===== src/rtl/hilo_muldiv_ctrl.sv =====
// hilo_muldiv_ctrl: iterative MULT/MULTU/DIV/DIVU sequencer for EX, owns HI/LO.
// In: clk, resetn, op_valid_i, op_i, a_i, b_i, flush_i, hi_we_i, lo_we_i, wdata_i.
// Out: stall_o, busy_o, done_o, hi_o, lo_o.
// MULDIV_FAST_MUL_EN: single-cycle combinational MULT/MULTU.
module hilo_muldiv_ctrl #(
  parameter int WIDTH = 32
) (
  input  logic             clk,
  input  logic             resetn,
  input  logic             op_valid_i,
  input  logic [1:0]       op_i,
  input  logic [WIDTH-1:0] a_i,
  input  logic [WIDTH-1:0] b_i,
  input  logic             flush_i,
  input  logic             hi_we_i,
  input  logic             lo_we_i,
  input  logic [WIDTH-1:0] wdata_i,
  output logic             stall_o,
  output logic             busy_o,
  output logic             done_o,
  output logic [WIDTH-1:0] hi_o,
  output logic [WIDTH-1:0] lo_o
);

  localparam int CW = $clog2(WIDTH);

  typedef enum logic [1:0] {
    IDLE = 2'd0,
    BUSY = 2'd1,
    DONE = 2'd2
  } state_t;

  state_t state, state_nx;

  logic [CW-1:0]    cnt;
  logic [1:0]       op_q;
  logic [WIDTH-1:0] am, bm, a_q;
  logic [WIDTH-1:0] acc_hi, acc_lo;
  logic             neg_q, neg_r, dz_q;

  logic             accept, last, res_we, fast_mul;
  logic             a_neg, b_neg;
  logic [WIDTH-1:0] a_mag, b_mag;
  logic [WIDTH:0]   msum, dsh, ddiff;
  logic [WIDTH-1:0] it_hi, it_lo;
  logic [2*WIDTH-1:0] prod;
  logic [WIDTH-1:0] fin_hi, fin_lo;
  logic [WIDTH-1:0] fast_hi, fast_lo;

  // op_i[0]==0 selects the signed variant
  assign a_neg  = ~op_i[0] & a_i[WIDTH-1];
  assign b_neg  = ~op_i[0] & b_i[WIDTH-1];
  assign a_mag  = a_neg ? -a_i : a_i;
  assign b_mag  = b_neg ? -b_i : b_i;
  assign accept = (state == IDLE) & op_valid_i & ~flush_i;
  assign last   = (cnt == CW'(WIDTH - 1));

`ifdef MULDIV_FAST_MUL_EN
  logic [2*WIDTH-1:0] fprod;
  assign fast_mul = accept & ~op_i[1];
  always_comb begin
    fprod = {{WIDTH{1'b0}}, a_mag} * {{WIDTH{1'b0}}, b_mag};
    if (a_neg ^ b_neg) fprod = -fprod;
    fast_hi = fprod[2*WIDTH-1:WIDTH];
    fast_lo = fprod[WIDTH-1:0];
  end
`else
  assign fast_mul = 1'b0;
  assign fast_hi  = '0;
  assign fast_lo  = '0;
`endif

  // one shift-add or restoring-subtract step
  always_comb begin
    msum  = {1'b0, acc_hi} + {1'b0, (acc_lo[0] ? am : '0)};
    dsh   = {acc_hi, acc_lo[WIDTH-1]};
    ddiff = dsh - {1'b0, bm};
    if (!op_q[1]) begin
      {it_hi, it_lo} = {msum, acc_lo[WIDTH-1:1]};
    end else if (!ddiff[WIDTH]) begin
      it_hi = ddiff[WIDTH-1:0];
      it_lo = {acc_lo[WIDTH-2:0], 1'b1};
    end else begin
      it_hi = dsh[WIDTH-1:0];
      it_lo = {acc_lo[WIDTH-2:0], 1'b0};
    end
  end

  always_comb begin
    prod = {it_hi, it_lo};
    if (neg_q) prod = -prod;
    if (fast_mul) begin
      fin_hi = fast_hi;
      fin_lo = fast_lo;
    end else if (!op_q[1]) begin
      fin_hi = prod[2*WIDTH-1:WIDTH];
      fin_lo = prod[WIDTH-1:0];
    end else if (dz_q) begin
      fin_hi = a_q;
      fin_lo = '1;
    end else begin
      fin_hi = neg_r ? -it_hi : it_hi;
      fin_lo = neg_q ? -it_lo : it_lo;
    end
  end

  assign res_we = fast_mul | ((state == BUSY) & last & ~flush_i);

  always_ff @(posedge clk or negedge resetn) begin
    if (!resetn) state <= IDLE;
    else         state <= state_nx;
  end

  always_comb begin
    state_nx = state;
    unique case (state)
      IDLE:    if (accept) state_nx = fast_mul ? DONE : BUSY;
      BUSY:    if (last) state_nx = DONE;
      DONE:    state_nx = IDLE;
      default: state_nx = IDLE;
    endcase
    if (flush_i) state_nx = IDLE;
  end

  always_comb begin
    stall_o = 1'b0;
    busy_o  = 1'b0;
    done_o  = 1'b0;
    unique case (state)
      IDLE:    stall_o = resetn & op_valid_i & ~flush_i;
      BUSY:    begin
        stall_o = resetn & ~flush_i;
        busy_o  = 1'b1;
      end
      DONE:    done_o = 1'b1;
      default: ;
    endcase
  end

  always_ff @(posedge clk or negedge resetn) begin
    if (!resetn) begin
      cnt    <= '0;
      op_q   <= '0;
      am     <= '0;
      bm     <= '0;
      a_q    <= '0;
      acc_hi <= '0;
      acc_lo <= '0;
      neg_q  <= 1'b0;
      neg_r  <= 1'b0;
      dz_q   <= 1'b0;
    end else if (accept) begin
      cnt    <= '0;
      op_q   <= op_i;
      am     <= a_mag;
      bm     <= b_mag;
      a_q    <= a_i;
      acc_hi <= '0;
      acc_lo <= op_i[1] ? a_mag : b_mag;
      neg_q  <= a_neg ^ b_neg;
      neg_r  <= a_neg;
      dz_q   <= (b_i == '0);
    end else if (state == BUSY && !flush_i) begin
      cnt    <= cnt + 1'b1;
      acc_hi <= it_hi;
      acc_lo <= it_lo;
    end else if (flush_i) begin
      cnt    <= '0;
    end
  end

  // a completing mul/div is younger than the WB move, so it wins
  always_ff @(posedge clk or negedge resetn) begin
    if (!resetn) begin
      hi_o <= '0;
      lo_o <= '0;
    end else begin
      if (res_we)       hi_o <= fin_hi;
      else if (hi_we_i) hi_o <= wdata_i;
      if (res_we)       lo_o <= fin_lo;
      else if (lo_we_i) lo_o <= wdata_i;
    end
  end

endmodule


===== config.mk =====
export PLATFORM = sky130hd
export DESIGN_NAME = hilo_muldiv_ctrl
export DESIGN_NICKNAME = d
export VERILOG_FILES = /design/src/rtl/hilo_muldiv_ctrl.sv
export SDC_FILE = /design/constraint.sdc
export NUM_CORES = 1
export LEC_CHECK = 0
export CAP_MARGIN = 20
export CORE_MARGIN = 3
export CORE_UTILIZATION = 45
export CTS_CLUSTER_DIAMETER = 40
export DETAILED_ROUTE_END_ITERATION = 16
export HOLD_SLACK_MARGIN = 0.12
export PLACE_DENSITY_LB_ADDON = 0.1
export SLEW_MARGIN = 30
export SYNTH_ARGS = -nofsm -noshare
export SYNTH_HDL_FRONTEND = slang
export SYNTH_SLANG_ARGS = --single-unit

===== constraint.sdc =====
create_clock -name clk -period 4.8 [get_ports clk]
set_input_delay 0.48 -clock clk [delete_from_list [all_inputs] [get_ports clk]]
set_output_delay 0.48 -clock clk [all_outputs]
set_load 0.1 [all_outputs]

# Word-level counts from Yosys, hierarchy flattened
# Index checks and enable logic that the tools add are counted.
dict set report word_totals {
  input_bits 104
  regBits 236
}
dict set report op_classes {
  n_bitwise 12
  reduce_logical 9
  eq_ne 5
  addsub 8
  mux 33
}
# operator count
set op_table {}
lappend op_table {{two-way mux 32 bit} 21}
lappend op_table {{negation 32 bit} 4}
lappend op_table {{two-way mux 64 bit} 1}
lappend op_table {{negation 64 bit} 1}
lappend op_table {{adder 32 x 32 -> 33 bit} 1}
lappend op_table {{subtractor 33 x 32 -> 33 bit} 1}
lappend op_table {{logical NOT 32 bit} 1}
lappend op_table {{two-way mux 5 bit} 3}
lappend op_table {{AND 1 bit} 9}
lappend op_table {{two-way mux 2 bit} 3}
lappend op_table {{!= test 3 bit (second input constant)} 2}
lappend op_table {{nonzero test 2 bit} 3}
lappend op_table {{adder 5 x 1 -> 5 bit (second input constant)} 1}
lappend op_table {{equality test 5 bit (second input constant)} 1}
lappend op_table {{one-hot mux 2 bit (2 select lines)} 1}
lappend op_table {{two-way mux 1 bit} 3}
lappend op_table {{nonzero test 3 bit} 1}
lappend op_table {{equality test 2 x 1 -> 1 bit (second input constant)} 1}
lappend op_table {{equality test 2 bit (second input constant)} 1}
lappend op_table {{logical NOT 2 bit} 1}
lappend op_table {{NOT 1 bit} 2}
lappend op_table {{one-hot mux 1 bit (2 select lines)} 1}
lappend op_table {{AND reduction 2 bit} 1}
lappend op_table {{logical AND 1 bit} 1}
lappend op_table {{2 further kinds} 2}

# Depth between registers and ports, before layout
dict set report logic_depth {
  word_depth 8
  ltp_mapped 25
}

# Least setup slack after synthesis
# No wires, ideal clock.
dict set report synth_timing {
  path_kind {register to register}
  start {register acc_lo[31]}
  end {register hi_o[22]}
  setup_slack_ns -0.425
  setup_time_ns 0.104
  path_stages_with_launch 26
  n_path_buf 5
  arrival_ns 5.121
  period_less_slack_ns 5.225
  required_time_ns 4.696
  path_cell_list {dfrtp_1 > inv_1 > ha_1 > inv_1 > fa_1 > a211oi_2 > o211a_1 > nor3_2 > o211a_1 > a211o_1 > buf_6 > buf_8 > buf_6 > clkbuf_1 > clkbuf_1 > nand2_1 > a31oi_1 > inv_1 > ha_1 > o21ai_0 > a221o_1 > or3_1 > or2_1 > o41ai_2 > xor2_1 > a221oi_1}
}
dict set report synth_via {
  elab_chain_len 8
}
# item line
set synth_lines {}
lappend synth_lines {{from (decl)} 38} ;# logic [WIDTH-1:0] acc_hi, acc_lo;
lappend synth_lines {{from (signal assigned)} 159} ;# acc_lo <= op_i[1] ? a_mag : b_mag;
lappend synth_lines {{from (signal assigned)} 166} ;# acc_lo <= it_lo;
lappend synth_lines {{subtractor 33 x 32 -> 33 bit} 77} ;# ddiff = dsh - {1'b0, bm};
lappend synth_lines {{two-way mux 32 bit} 80} ;# end else if (!ddiff[WIDTH]) begin
lappend synth_lines {{two-way mux 32 bit} 78} ;# if (!op_q[1]) begin
lappend synth_lines {{negation 32 bit} 102} ;# fin_hi = neg_r ? -it_hi : it_hi;
lappend synth_lines {{two-way mux 32 bit} 102}
lappend synth_lines {{two-way mux 32 bit} 98} ;# end else if (dz_q) begin
lappend synth_lines {{two-way mux 32 bit *} 95} ;# end else if (!op_q[1]) begin
lappend synth_lines {{two-way mux 32 bit *} 178} ;# if (res_we) hi_o <= fin_hi;
lappend synth_lines {{to (signal assigned)} 178}
lappend synth_lines {{to (signal assigned)} 179} ;# else if (hi_we_i) hi_o <= wdata_i;
lappend synth_lines {{to (decl)} 21} ;# output logic [WIDTH-1:0] hi_o,
# Every way passes the cells marked *; elsewhere a longest branch is shown, timed or not.
# A chain may end at the register's enable or synchronous reset.

# Worst setup path in the final report
dict set report layout_timing {
  start {register acc_lo[0]}
  end {register hi_o[31]}
}
dict set report layout_via {
  elab_chain_len 8
}
# item line
set layout_lines {}
lappend layout_lines {{two-way mux 32 bit} 75} ;# msum = {1'b0, acc_hi} + {1'b0, (acc_lo[0] ? am : '0)};
lappend layout_lines {{adder 32 x 32 -> 33 bit} 75}
lappend layout_lines {{two-way mux 32 bit} 78}
lappend layout_lines {{negation 32 bit} 102}
lappend layout_lines {{two-way mux 32 bit} 102}
lappend layout_lines {{two-way mux 32 bit} 98}
lappend layout_lines {{two-way mux 32 bit *} 95}
lappend layout_lines {{two-way mux 32 bit *} 178}
# Marks and branches as above.

==> flow_results.org <==
** Detailed routing
- DRC viols :: 0
- Routed via count divided by cell count :: 6.34
- Vias after detailed routing :: between 20000 and 25000
- WL/cell :: 27.0 um
- Violation count after the first detailed-routing iteration :: 2330
- The first TritonRoute pass finished after 6 iterations.
- The final layout contains routed wiring with a total length of 87200 um.
- Number of nets with antenna violations after detailed routing :: 0

** Global route
- In the global route stage, met1 resource usage came out at 50.6%.
- Global routing consumed, over all layers together, 37.2% of the routing resources.
- Global routing usage on met3 :: 9.32%
- Grt peak-use layer :: met2
- Initial antenna violation count :: 2
- Vias in the first global route :: 19000
- Met2 global-route usage :: 54.9%
- Entering global routing, the biggest net connects ~110 pins.
- Wire length of the first global-routing pass :: 124000 um
- For this run the aggregate overflow at the end of global routing stands at 0.

** Setup path
- WP data required :: around 5.3 ns
- Setup CP Type :: flop to flop
- The worst register-to-register path has a setup slack of 0.18 ns.
- In this run the critical register-to-register path is captured at hi_o[31]$_DFFE_PN0P_.
- The worst setup path is captured at a flop.
- STA classifies the critical path startpoint as a flop.
- Arrival time at the worst endpoint :: 5.11 ns
- Critical path fanouts, max :: 20
- Critical register-to-register path startpoint :: acc_lo[0]$_DFFE_PN0P_
- In this run the worst setup path begins at acc_lo[0]$_DFFE_PN0P_.
- Counting cells, the worst reg-to-reg path comes to 15.

** Clock tree
- Clk_lat worst skew :: 0.60 ns
- TritonCTS created 47 clock buffers.
- Clock-pin slew was measured on the worst setup and hold paths at 0.05 ns.
- Buffer cell driving the clock tree root :: clkbuf_16
- TritonCTS built the clock tree.
- The tree built by TritonCTS fans out to between 200 and 250 sinks.
- Deepest level of the CTS H-tree :: 2
- Buffer depth of the longest clock path :: 3

** Timing
- Final setup violation count :: 0
- Slew Limit Fails :: 0
- Setup clock skew after layout :: 0.0327 ns
- Across all hold checks on the routed design, the worst slack comes to 0.398 ns.
- Period utilization :: 96.2%
- For this run, the top clock speed supported by timing is 0.217 GHz.
- Headroom to the max-slew limit came out at 29.3%.
- After layout, the worst setup slack is 0.182 ns.
- Setup repair after global routing missed its margin :: false
- For the finished layout, the period the worst path requires is between 4 and 5 ns.
- The total count of hold-check failures in the final report is 0.
- For the pin with the worst max-slew slack, the measured transition is 1.06 ns.

** Floorplan
- I/O pin count :: 171
- Die ar. :: 45500 sq um
- Die outline height :: 213 um
- Chip width :: 213 um
- Core area :: 42200 sq um
- Number of core rows :: 75
- The initial utilization of the core area, before any placement, comes to 45.8%.

** Synthesis
- Mean cell area of the mapped netlist :: 7.97 sq um
- Synthesized-area fraction occupied by and/or/nand/nor cells :: 21.4%
- The synthesized netlist contains 100 unique library cells.
- Flip-flop and latch count after synthesis :: about 230
- Yosys attributes the largest share of cell area to dfrtp_1 (30%), nand2_1 (7.4%), o21ai_0 (5.9%).
- By count the netlist is led by nand2_1 (379), dfrtp_1 (234), o21ai_0 (229), a21oi_1 (172), nor2_1 (159).
- The share of synthesized area in the top cell type comes to 30.3%.
- Synthesized netlist net count :: 2603
- Post-synthesis adder-cell area fraction :: 4.74%
- The synthesized netlist devotes between 20% and 30% of its cell area to compound gates.
- Gate count after technology mapping :: 2427
- Post-synthesis sequential area ratio :: 30.3%
- Mux share of post-synthesis cell area :: 6.45%
- Synthesized-area fraction occupied by xor and xnor cells :: under 10%
- Biggest area consumer among synthesized cells :: dfrtp_1
- Largest family of logic cells by synthesized area :: compound AO/OA/AOI/OAI gates
- In this run, synthesis inferred 0 flip-flops with an integrated enable.
- Most used DFF post-synth :: dfrtp_1
- Cell with the most instances after synthesis :: nand2_1
- For this run, asynchronously set or reset flops after synthesis account for 100%.
- Synthesis Warnings :: 0
- Netlist area before placement :: between 15000 and 20000 sq um

** Finish
- In the final design database the tool counted 2829 nets.
- Fraction of final layout cells with drive strength greater than 1 :: 13.0%
- Final non-filler cell area :: ~24000 sq um
- Count of fill cells added during filler insertion :: 4034
- In the final layout, the multi-input gates occupy 12900 sq um.
- Layout overhead on the synthesized area :: 25.4%
- Antenna cells :: 0
- Storage cell area :: approximately 6000 sq um

** Flow run
- Across the run, the number of max-cap violations was 0.

** Placed design
- Port Buffer Count :: 170
- Post-place instance area :: 22300 sq um
- Worst slack after detailed placement :: 0.0210 ns
- HPWL Detailed :: 68300 um
- Routability-driven placement finished with a final weighted congestion of 0.983.

** Min path
- Class of the worst hold path :: primary input to async pin

** Power and ir drop
- Power spread over the standard cell area amounts to 682 nW/um^2.
- Worst voltage drop across the vdd grid :: 0.313 mV
- Overall power consumption after layout is estimated at 16.6 mW.
- Static leakage :: 10.3 nW

** Run status
- Result of the run :: complete, no violations
## area by class of cell
type	count	share of cell area (%)
multi-input combinational	1980	53.2
sequential	234	24.1
timing repair buffer	326	12.2
clock buffer	57	5.13
tap	539	2.78
clock inverter	30	1.52
inverter	64	0.990
## power breakdown
| part | switching [mW] | internal (mW) | total (mW) |
|---|---|---|---|
| clock network | 1.26 | 2.10 | 3.36 |
| logic | 6.57 | 3.79 | 10.4 |
| registers | 0.441 | 2.40 | 2.84 |
| total | 8.26 | 8.30 | 16.6 |
## cells in the final DEF (no fill, tap or decap), types with 23 or more instances in the layout
cell type and instances:
o21ai_0 228, clkbuf_16 49, nor4_1 23, buf_4 146, clkdlybuf4s50_1 164, o211ai_1 62, nor2_1 157, ha_1 63
inv_1 63, nand4_1 26, xor2_1 76, mux2i_1 102, dfrtp_1 233, a21oi_1 169, nand2_1 377, a31oi_1 25
xnor2_1 98, nor3_1 58, and2_1 47, a22oi_1 34, nand3_1 29
## what timing repair did
action / CTS / global route
setup endpoints to repair: 1 / 30
hold endpoints to repair: 57 / 0
cloned: 0 / 2
pin swaps: 0 / 13
setup buffers: 0 / 6
resized for setup: 1 / 33
hold buffers: 1 / 0
## worst max-delay path: stages (launching register included)
cell,delay [ns]
dfrtp_1,0.37
buf_4,0.21
and2_1,0.31
ha_1,0.36
a21oi_1,0.33
o21ai_0,0.24
a2111oi_1,0.44
a21oi_1,0.26
xor2_1,0.22
a21oi_1,0.17
o22a_1,0.24
o211a_1,0.22
nand3_2,0.09
or4b_4,0.52
mux2_4,0.32
a211oi_2,0.20
## layer usage
metal / up-vias / part of all wire (%) / wire, um
met3: 228 / 10 / 8740
met1: 9915 / 41 / 35900
met4: 4 / 5.8 / 5090
met5: - / 0.026 / 23
li1: 9228 / - / -
met2: 1091 / 43 / 37400
## per-stage QoR
step | instances | utilization [%] | setup TNS, ns
2_1_floorplan | 2427 | - | -0.268
4_1_cts | 3222 | 56.7 | 0
5_1_grt | 3230 | 57.5 | 0
3_3_place_gp | 3134 | 52.9 | -0.321
6_report | 3230 | 57.5 | 0
3_5_place_dp | 3134 | 52.9 | 0
## cell families (layout without fill, tap and decap cells)
logic type / Yosys count / in the layout
xor gates and xnor gates: 174 / 174
and+or+nand+nor: 869 / 869
AOI/OAI and AO/OA: 743 / 743
adders and majority gates: 72 / 72
muxes: 122 / 122
DFF: 234 / 234
buffers and inverters: 213 / 477
## sequential cells by signal (all words and copies together) (netlist names), 5 cells and up
register  flops
acc_lo       32
acc_hi       32
lo_o         32
cnt           5
am           32
a_q          31
bm           32
hi_o         32
## worst max-delay path by stage
stage / endpoint / slack, ns / cells after the start
finish: hi_o[31]$_DFFE_PN0P_ / 0.18 / 15
floorplan: hi_o[22]$_DFFE_PN0P_ / -0.20 / 25
CTS: hi_o[29]$_DFFE_PN0P_ / 0.08 / 16
global route: hi_o[26]$_DFFE_PN0P_ / 0.01 / 16
detailed placement: hi_o[31]$_DFFE_PN0P_ / 0.02 / 15
global placement: hi_o[31]$_DFFE_PN0P_ / -0.32 / 15
Power figures use the tool's default switching activity.
